[config.mk]
export PLATFORM = sky130hd
export DESIGN_NAME = param_seq_detect_flat
export DESIGN_NICKNAME = d
export VERILOG_FILES = /design/src/rtl/param_seq_detect_if.sv /design/src/rtl/param_seq_detect.sv /design/src/flat_wrapper.sv
export SDC_FILE = /design/constraint.sdc
export NUM_CORES = 1
export LEC_CHECK = 0
export CORE_MARGIN = 2
export CORE_UTILIZATION = 50
export CTS_BUF_LIST = sky130_fd_sc_hd__clkbuf_2 sky130_fd_sc_hd__clkbuf_4 sky130_fd_sc_hd__clkbuf_8
export DETAILED_ROUTE_END_ITERATION = 6
export HOLD_SLACK_MARGIN = 0.02
export PLACE_DENSITY = 0.78
export SLEW_MARGIN = 10
export SYNTH_ARGS = -nofsm -noshare
export SYNTH_HDL_FRONTEND = slang
export SYNTH_SLANG_ARGS = --single-unit
[constraint.sdc]
create_clock -name clk -period 2.6 [get_ports clk]
set_clock_uncertainty 0.15 [all_clocks]
set_input_delay 0.26 -clock clk [delete_from_list [all_inputs] [get_ports clk]]
set_output_delay 0.26 -clock clk [all_outputs]
set_load 0.005 [all_outputs]
[src/rtl/param_seq_detect_if.sv]
// ----------------------------------------------------------------------------
// param_seq_detect_if
//   Groups the serial stream, the pattern configuration and the detector
//   status signals of param_seq_detect.
//   master : the stream/config source (drives data, pattern, control)
//   slave  : the detector (drives match, match_cnt, cfg_err, armed)
// Signals
//   data_valid, data_in          serial stream and its qualifier
//   pat_load, pat_in, len_in     pattern load strobe, pattern, length
//   overlap_en, cnt_clr          detection mode, match counter clear
//   match, match_cnt             match pulse, saturating match count
//   cfg_err, armed               illegal-length pulse, legal pattern loaded
// ----------------------------------------------------------------------------
interface param_seq_detect_if #(
    parameter int MAX_LEN = 8,
    parameter int LEN_W   = 4,
    parameter int CNT_W   = 8
);
    logic               data_valid;
    logic               data_in;
    logic               pat_load;
    logic [MAX_LEN-1:0] pat_in;
    logic [LEN_W-1:0]   len_in;
    logic               overlap_en;
    logic               cnt_clr;
    logic               match;
    logic [CNT_W-1:0]   match_cnt;
    logic               cfg_err;
    logic               armed;

    modport master (
        output data_valid, data_in, pat_load, pat_in, len_in, overlap_en, cnt_clr,
        input  match, match_cnt, cfg_err, armed
    );

    modport slave (
        input  data_valid, data_in, pat_load, pat_in, len_in, overlap_en, cnt_clr,
        output match, match_cnt, cfg_err, armed
    );
endinterface

[src/rtl/param_seq_detect.sv]
// ----------------------------------------------------------------------------
// param_seq_detect
//   Run-time programmable serial sequence detector. A pattern of 1..MAX_LEN
//   bits is compared against the most recent valid input bits; a registered
//   one-cycle match pulse follows the edge that sampled the last pattern bit.
//   Overlapping or non-overlapping detection is selected by overlap_en, and
//   matches are tallied in a saturating counter.
// Ports
//   clk    rising-edge clock
//   rst_n  asynchronous active-low reset
//   bus    param_seq_detect_if.slave (stream, config, status)
// ----------------------------------------------------------------------------
module param_seq_detect #(
    parameter int MAX_LEN = 8,
    parameter int LEN_W   = 4,
    parameter int CNT_W   = 8
) (
    input  logic               clk,
    input  logic               rst_n,
    param_seq_detect_if.slave  bus
);

    typedef enum logic [1:0] {
        UNCONF = 2'd0,   // no legal pattern yet, stream ignored
        FILL   = 2'd1,   // fewer than len bits collected since restart
        HUNT   = 2'd2    // history full, every valid bit may complete a match
    } state_t;

    state_t             state_q, state_d;
    logic [MAX_LEN-1:0] pat_q,   pat_d;
    logic [LEN_W-1:0]   len_q,   len_d;
    logic [MAX_LEN-1:0] hist_q,  hist_d;
    logic [LEN_W-1:0]   fill_q,  fill_d;
    logic [CNT_W-1:0]   cnt_q,   cnt_d;
    logic               armed_q, armed_d;
    logic               match_q, cfg_err_q;

    logic               legal_len;
    logic               load_ok;
    logic [MAX_LEN-1:0] cand;
    logic [MAX_LEN-1:0] mask;
    logic [LEN_W:0]     fill_inc;
    logic               fill_ready;
    logic               hit;

    // Compare datapath: the candidate window includes the bit arriving now,
    // so a hit is known on the same edge that samples the last pattern bit.
    always_comb begin
        legal_len  = (bus.len_in != '0) && (bus.len_in <= LEN_W'(MAX_LEN));
        load_ok    = bus.pat_load && legal_len;
        cand       = {hist_q[MAX_LEN-2:0], bus.data_in};
        fill_inc   = {1'b0, fill_q} + (LEN_W+1)'(1);
        fill_ready = (fill_inc >= {1'b0, len_q});
        mask       = '0;
        for (int i = 0; i < MAX_LEN; i++) begin
            mask[i] = (i < int'(len_q));
        end
        // A legal load on the same edge discards the incoming bit.
        hit = bus.data_valid && !load_ok && (state_q != UNCONF) &&
              fill_ready && (((cand ^ pat_q) & mask) == '0);
    end

    // Next-state / next-config logic.
    always_comb begin
        // NOTE: every variable gets a default first so no path leaves one
        // unassigned, which would otherwise infer a latch.
        state_d = state_q;
        pat_d   = pat_q;
        len_d   = len_q;
        hist_d  = hist_q;
        fill_d  = fill_q;
        armed_d = armed_q;
        cnt_d   = cnt_q;

        if (load_ok) begin
            pat_d   = bus.pat_in;
            len_d   = bus.len_in;
            hist_d  = '0;
            fill_d  = '0;
            armed_d = 1'b1;
            state_d = FILL;
        end else begin
            unique case (state_q)
                FILL, HUNT: begin
                    if (bus.data_valid) begin
                        hist_d = cand;
                        if (hit && !bus.overlap_en) begin
                            // Non-overlapping: the next match needs len fresh bits.
                            fill_d  = '0;
                            state_d = FILL;
                        end else if (fill_ready) begin
                            fill_d  = len_q;
                            state_d = HUNT;
                        end else begin
                            fill_d  = fill_inc[LEN_W-1:0];
                            state_d = FILL;
                        end
                    end
                end
                default: ;  // UNCONF: stream ignored until a legal load
            endcase
        end

        // Clear and a coincident hit collapse to a count of one.
        if (bus.cnt_clr) begin
            cnt_d = hit ? CNT_W'(1) : '0;
        end else if (hit && (cnt_q != '1)) begin
            cnt_d = cnt_q + CNT_W'(1);
        end
    end

    // NOTE: history is a plain shift register and is reset with everything
    // else, so detection after reset can never see stale bits.
    always_ff @(posedge clk or negedge rst_n) begin
        if (!rst_n) begin
            state_q   <= UNCONF;
            pat_q     <= '0;
            len_q     <= '0;
            hist_q    <= '0;
            fill_q    <= '0;
            cnt_q     <= '0;
            armed_q   <= 1'b0;
            match_q   <= 1'b0;
            cfg_err_q <= 1'b0;
        end else begin
            // NOTE: non-blocking assignments so every register samples the
            // pre-edge values regardless of statement order.
            state_q   <= state_d;
            pat_q     <= pat_d;
            len_q     <= len_d;
            hist_q    <= hist_d;
            fill_q    <= fill_d;
            cnt_q     <= cnt_d;
            armed_q   <= armed_d;
            match_q   <= hit;
            cfg_err_q <= bus.pat_load && !legal_len;
        end
    end

    assign bus.match     = match_q;
    assign bus.match_cnt = cnt_q;
    assign bus.cfg_err   = cfg_err_q;
    assign bus.armed     = armed_q;

endmodule
[src/flat_wrapper.sv]
// flat-port wrapper written by rule: the top's interface ports become plain ports
module param_seq_detect_flat 
#(
    parameter int MAX_LEN = 8,
    parameter int LEN_W   = 4,
    parameter int CNT_W   = 8
)
  (clk, rst_n, bus_data_valid, bus_data_in, bus_pat_load, bus_pat_in, bus_len_in, bus_overlap_en, bus_cnt_clr, bus_match, bus_match_cnt, bus_cfg_err, bus_armed);
  param_seq_detect_if #(.MAX_LEN(MAX_LEN), .LEN_W(LEN_W), .CNT_W(CNT_W)) bus_i ();
  input  logic clk;
  input  logic rst_n;
  input wire logic [$bits(bus_i.data_valid)-1:0] bus_data_valid;
  input wire logic [$bits(bus_i.data_in)-1:0] bus_data_in;
  input wire logic [$bits(bus_i.pat_load)-1:0] bus_pat_load;
  input wire logic [$bits(bus_i.pat_in)-1:0] bus_pat_in;
  input wire logic [$bits(bus_i.len_in)-1:0] bus_len_in;
  input wire logic [$bits(bus_i.overlap_en)-1:0] bus_overlap_en;
  input wire logic [$bits(bus_i.cnt_clr)-1:0] bus_cnt_clr;
  output wire logic [$bits(bus_i.match)-1:0] bus_match;
  output wire logic [$bits(bus_i.match_cnt)-1:0] bus_match_cnt;
  output wire logic [$bits(bus_i.cfg_err)-1:0] bus_cfg_err;
  output wire logic [$bits(bus_i.armed)-1:0] bus_armed;
  assign bus_i.data_valid = bus_data_valid;
  assign bus_i.data_in = bus_data_in;
  assign bus_i.pat_load = bus_pat_load;
  assign bus_i.pat_in = bus_pat_in;
  assign bus_i.len_in = bus_len_in;
  assign bus_i.overlap_en = bus_overlap_en;
  assign bus_i.cnt_clr = bus_cnt_clr;
  assign bus_match = bus_i.match;
  assign bus_match_cnt = bus_i.match_cnt;
  assign bus_cfg_err = bus_i.cfg_err;
  assign bus_armed = bus_i.armed;
  param_seq_detect #(.MAX_LEN(MAX_LEN), .LEN_W(LEN_W), .CNT_W(CNT_W)) u_core (.clk(clk), .rst_n(rst_n), .bus(bus_i));
endmodule
==> impl_metrics.env <==
export IMPL_vias=1669
export IMPL_netlist_area_mm2=0.00189
export IMPL_met2_usage_pct=36.4
export IMPL_r2r_cells=7
export IMPL_r2r_start="u_core.len_q[0]"
export IMPL_crit_required_ps=2660
export IMPL_fin_crit_sh_pct=98.8
export IMPL_synth_seq_cells=36
export IMPL_final_common_cell="nand2_1"
export IMPL_top_level_ports=30
export IMPL_drive_gt1_share_pct=15.9
export IMPL_cap_violations=0
export IMPL_static_leakage_power_nw=1.12
export IMPL_cts_htree_levels=2
export IMPL_finalHoldViolations=0
export IMPL_synth_fa_ha_area_share_pct=4.62
export IMPL_end_kind="register"
export IMPL_clockBufferDepth=2
export IMPL_coreArea_mm2=0.00366
export IMPL_area_growth_pct=31.6
export IMPL_start_util_pct=51.7
export IMPL_drtIter0Drc=121
export IMPL_crit_path_start_kind="register"
export IMPL_layout_common_cells="nand2_1, dfrtp_1, clkdlybuf4s50_1, buf_4, o21ai_0"
export IMPL_grt_pass1_vias=1685
export IMPL_power_total_mw=1.82
export IMPL_fp_dieW_um=65.6
export IMPL_critPathLaunch="u_core.len_q[0]"
export IMPL_synth_top_area_share_pct=47.6
export IMPL_rows=22
export IMPL_synth_top_family_by_area="simple AND/OR/NAND/NOR gates"
export IMPL_layout_nets=283
export IMPL_grtUsageTotal_pct=22.4
export IMPL_path_cells="or4_4 > a222oi_1 > and4b_1 > o211ai_4 > buf_6 > or3_4 > a21oi_2"
export IMPL_gp_congestion=0.871
export IMPL_cts_buffers=5
export IMPL_critical_path_max_fanout=7
export IMPL_yosysSeqAreaShare_pct=47.6
export IMPL_use_met1_pct=28.8
export IMPL_cpPeakStageDelay_ps=540
export IMPL_status="finished, final reports clean"
export IMPL_worstMarginPinSlew_ps=455
export IMPL_synthMuxAreaShare_pct=1.06
export IMPL_fmax_mhz=389
export IMPL_cts_hold_buffers=0
export IMPL_slowest_stage="or4_4"
export IMPL_fillCellCount=307
export IMPL_synthCells=211
export IMPL_relSlewSlack_pct=69.7
export IMPL_die_y_um=65.6
export IMPL_num_antenna_cells=0
export IMPL_dr_pass1_iters=4
export IMPL_routed_wl_um=4230
export IMPL_clk_pin_slew_ps=70
export IMPL_grt_overflow=0
export IMPL_synth_area_leaders="dfrtp_1, nand2_1, ha_1, o21ai_0, a21oi_1"
export IMPL_avgSynthCellArea_um2=8.98
export IMPL_final_cell_area_mm2=0.00249
export IMPL_ys_types=39
export IMPL_dieArea_mm2=0.00430
export IMPL_synth_compound_area_share_pct=17.2
export IMPL_drcViolationCount=0
export IMPL_criticalPathCategory="reg -> reg"
export IMPL_antenna_found_initial=0
export IMPL_grt_max_degree=37
export IMPL_busiest_layer="met2"
export IMPL_drtAntennaViolNets=0
export IMPL_root_buffer="clkbuf_8"
export IMPL_critPathArrivalTime_ps=2630
export IMPL_fin_crit_ps=2570
export IMPL_powerDensity_mw_per_mm2=732
export IMPL_cts_sinks=36
export IMPL_wl_per_cell_um=13.8
export IMPL_insertion_delay_ps=290
export IMPL_yosysTopAreaCell="dfrtp_1"
export IMPL_hp_class="in -> async"
export IMPL_grt_pass1_wl_um=7270
export IMPL_syn_num_nets=237
export IMPL_synthXorXnorAreaFrac_pct=4.62
export IMPL_setup_violations=0
export IMPL_vdd_drop_max_v=0.000464
export IMPL_synth_simple_area_share_pct=21.3
export IMPL_rsz0062_at_grt="true"
export IMPL_avgViaCountPerCell=5.45
export IMPL_dpl_instance_area_mm2=0.00232
export IMPL_slew_viol_final=0
export IMPL_io_buffers=29
export IMPL_use_met3_pct=4.97
export IMPL_cts_tree="built"
export IMPL_ys_warn_count=0
export IMPL_dp_hpwl_um=3050
flip-flops by register name, indices dropped and copies added (netlist names):
register and count:
u_core.fill_q 4, u_core.state_q 2, u_core.bus.armed 1, u_core.bus.match 1, u_core.pat_q 8, u_core.hist_q 7, u_core.len_q 4, u_core.bus.cfg_err 1
u_core.bus.match_cnt 8
routing by layer:
layer,wire length (um),vias up,share of wire (%)
met2,1990,37,47
met5,0,-,0
li1,-,818,-
met3,209,6,4.9
met1,1950,808,46
met4,74,0,1.8
synthesized netlist by cell type, drive strengths merged:
cell,count
and2,2
and4b,1
dfrtp,36
xor2,8
or2,1
nor2,10
nand2,58
o21a,4
or3,3
a22o,1
or4,4
a31oi,1
inv,9
nand4,1
a211oi,2
o211ai,1
or4b,1
o21ai,16
nand2b,2
a222oi,1
nor3,2
nand3,4
and3,2
buf,2
o31ai,3
xnor2,2
a32oi,1
a31o,1
a21oi,14
clkbuf,5
o21bai,1
a22oi,1
a2111oi,1
mux2i,2
ha,7
o41ai,1
cell families (layout without fill, tap and decap cells):
| group | count (synthesis) | after routing |
|---|---|---|
| xor+xnor | 10 | 10 |
| buf+inv | 16 | 63 |
| simple gates | 91 | 91 |
| fa+ha+maj | 7 | 7 |
| flops | 36 | 36 |
| mux | 2 | 2 |
| compound gates | 49 | 49 |
final timing paths:
check                                     endpoint  slack (ps)
max in group asynchronous          u_core.len_q[2]        1720
hold reg to reg                   u_core.bus.armed         320
hold / removal                    u_core.bus.match         230
setup reg to reg           u_core.bus.match_cnt[1]          30
setup / recovery           u_core.bus.match_cnt[1]          30
min in group clk                  u_core.bus.armed         320
repair_timing:
item	in CTS	in global routing
setup buffers	0	2
gates resized for setup	0	12
endpoints found under the setup margin	0	4
through the flow:
stage	utilization, %	setup TNS, ps	setup WS [ps]	instances	hold WS, ps
after floorplan	-	0	133	211	-186
after global placement	63.4	-103	-51.2	296	308
after detailed placement	63.4	-558	-172	296	312
after CTS	66.5	0	16.4	304	250
after global routing	68.1	-28.8	-22.5	306	287
final	68.1	0	32.3	306	231
power by group:
part | internal [mW] | switching [mW] | leakage, nW
logic | 0.280 | 0.326 | 0.595
registers | 0.647 | 0.0801 | 0.467
clock network | 0.295 | 0.196 | 0.0586
total | 1.22 | 0.601 | 1.12
critical path: cells and delay by family, from the launching register on:
kind	cells	cell delay (ps)
compound gates	3	590
flops	1	420
buf+inv	1	160
simple gates	3	1180
final cells by class:
| class | instances | area, um^2 | share of cell area, % |
|---|---|---|---|
| multi-input cells | 159 | 963 | 38.7 |
| inverters | 9 | 33.8 | 1.36 |
| repair buffers | 46 | 422 | 16.9 |
| clock buffers | 6 | 76.3 | 3.06 |
| flip-flops and latches | 36 | 902 | 36.2 |
| clock inverters | 2 | 35.0 | 1.41 |
| well taps | 48 | 60.1 | 2.41 |
Power figures use the tool's default switching activity.
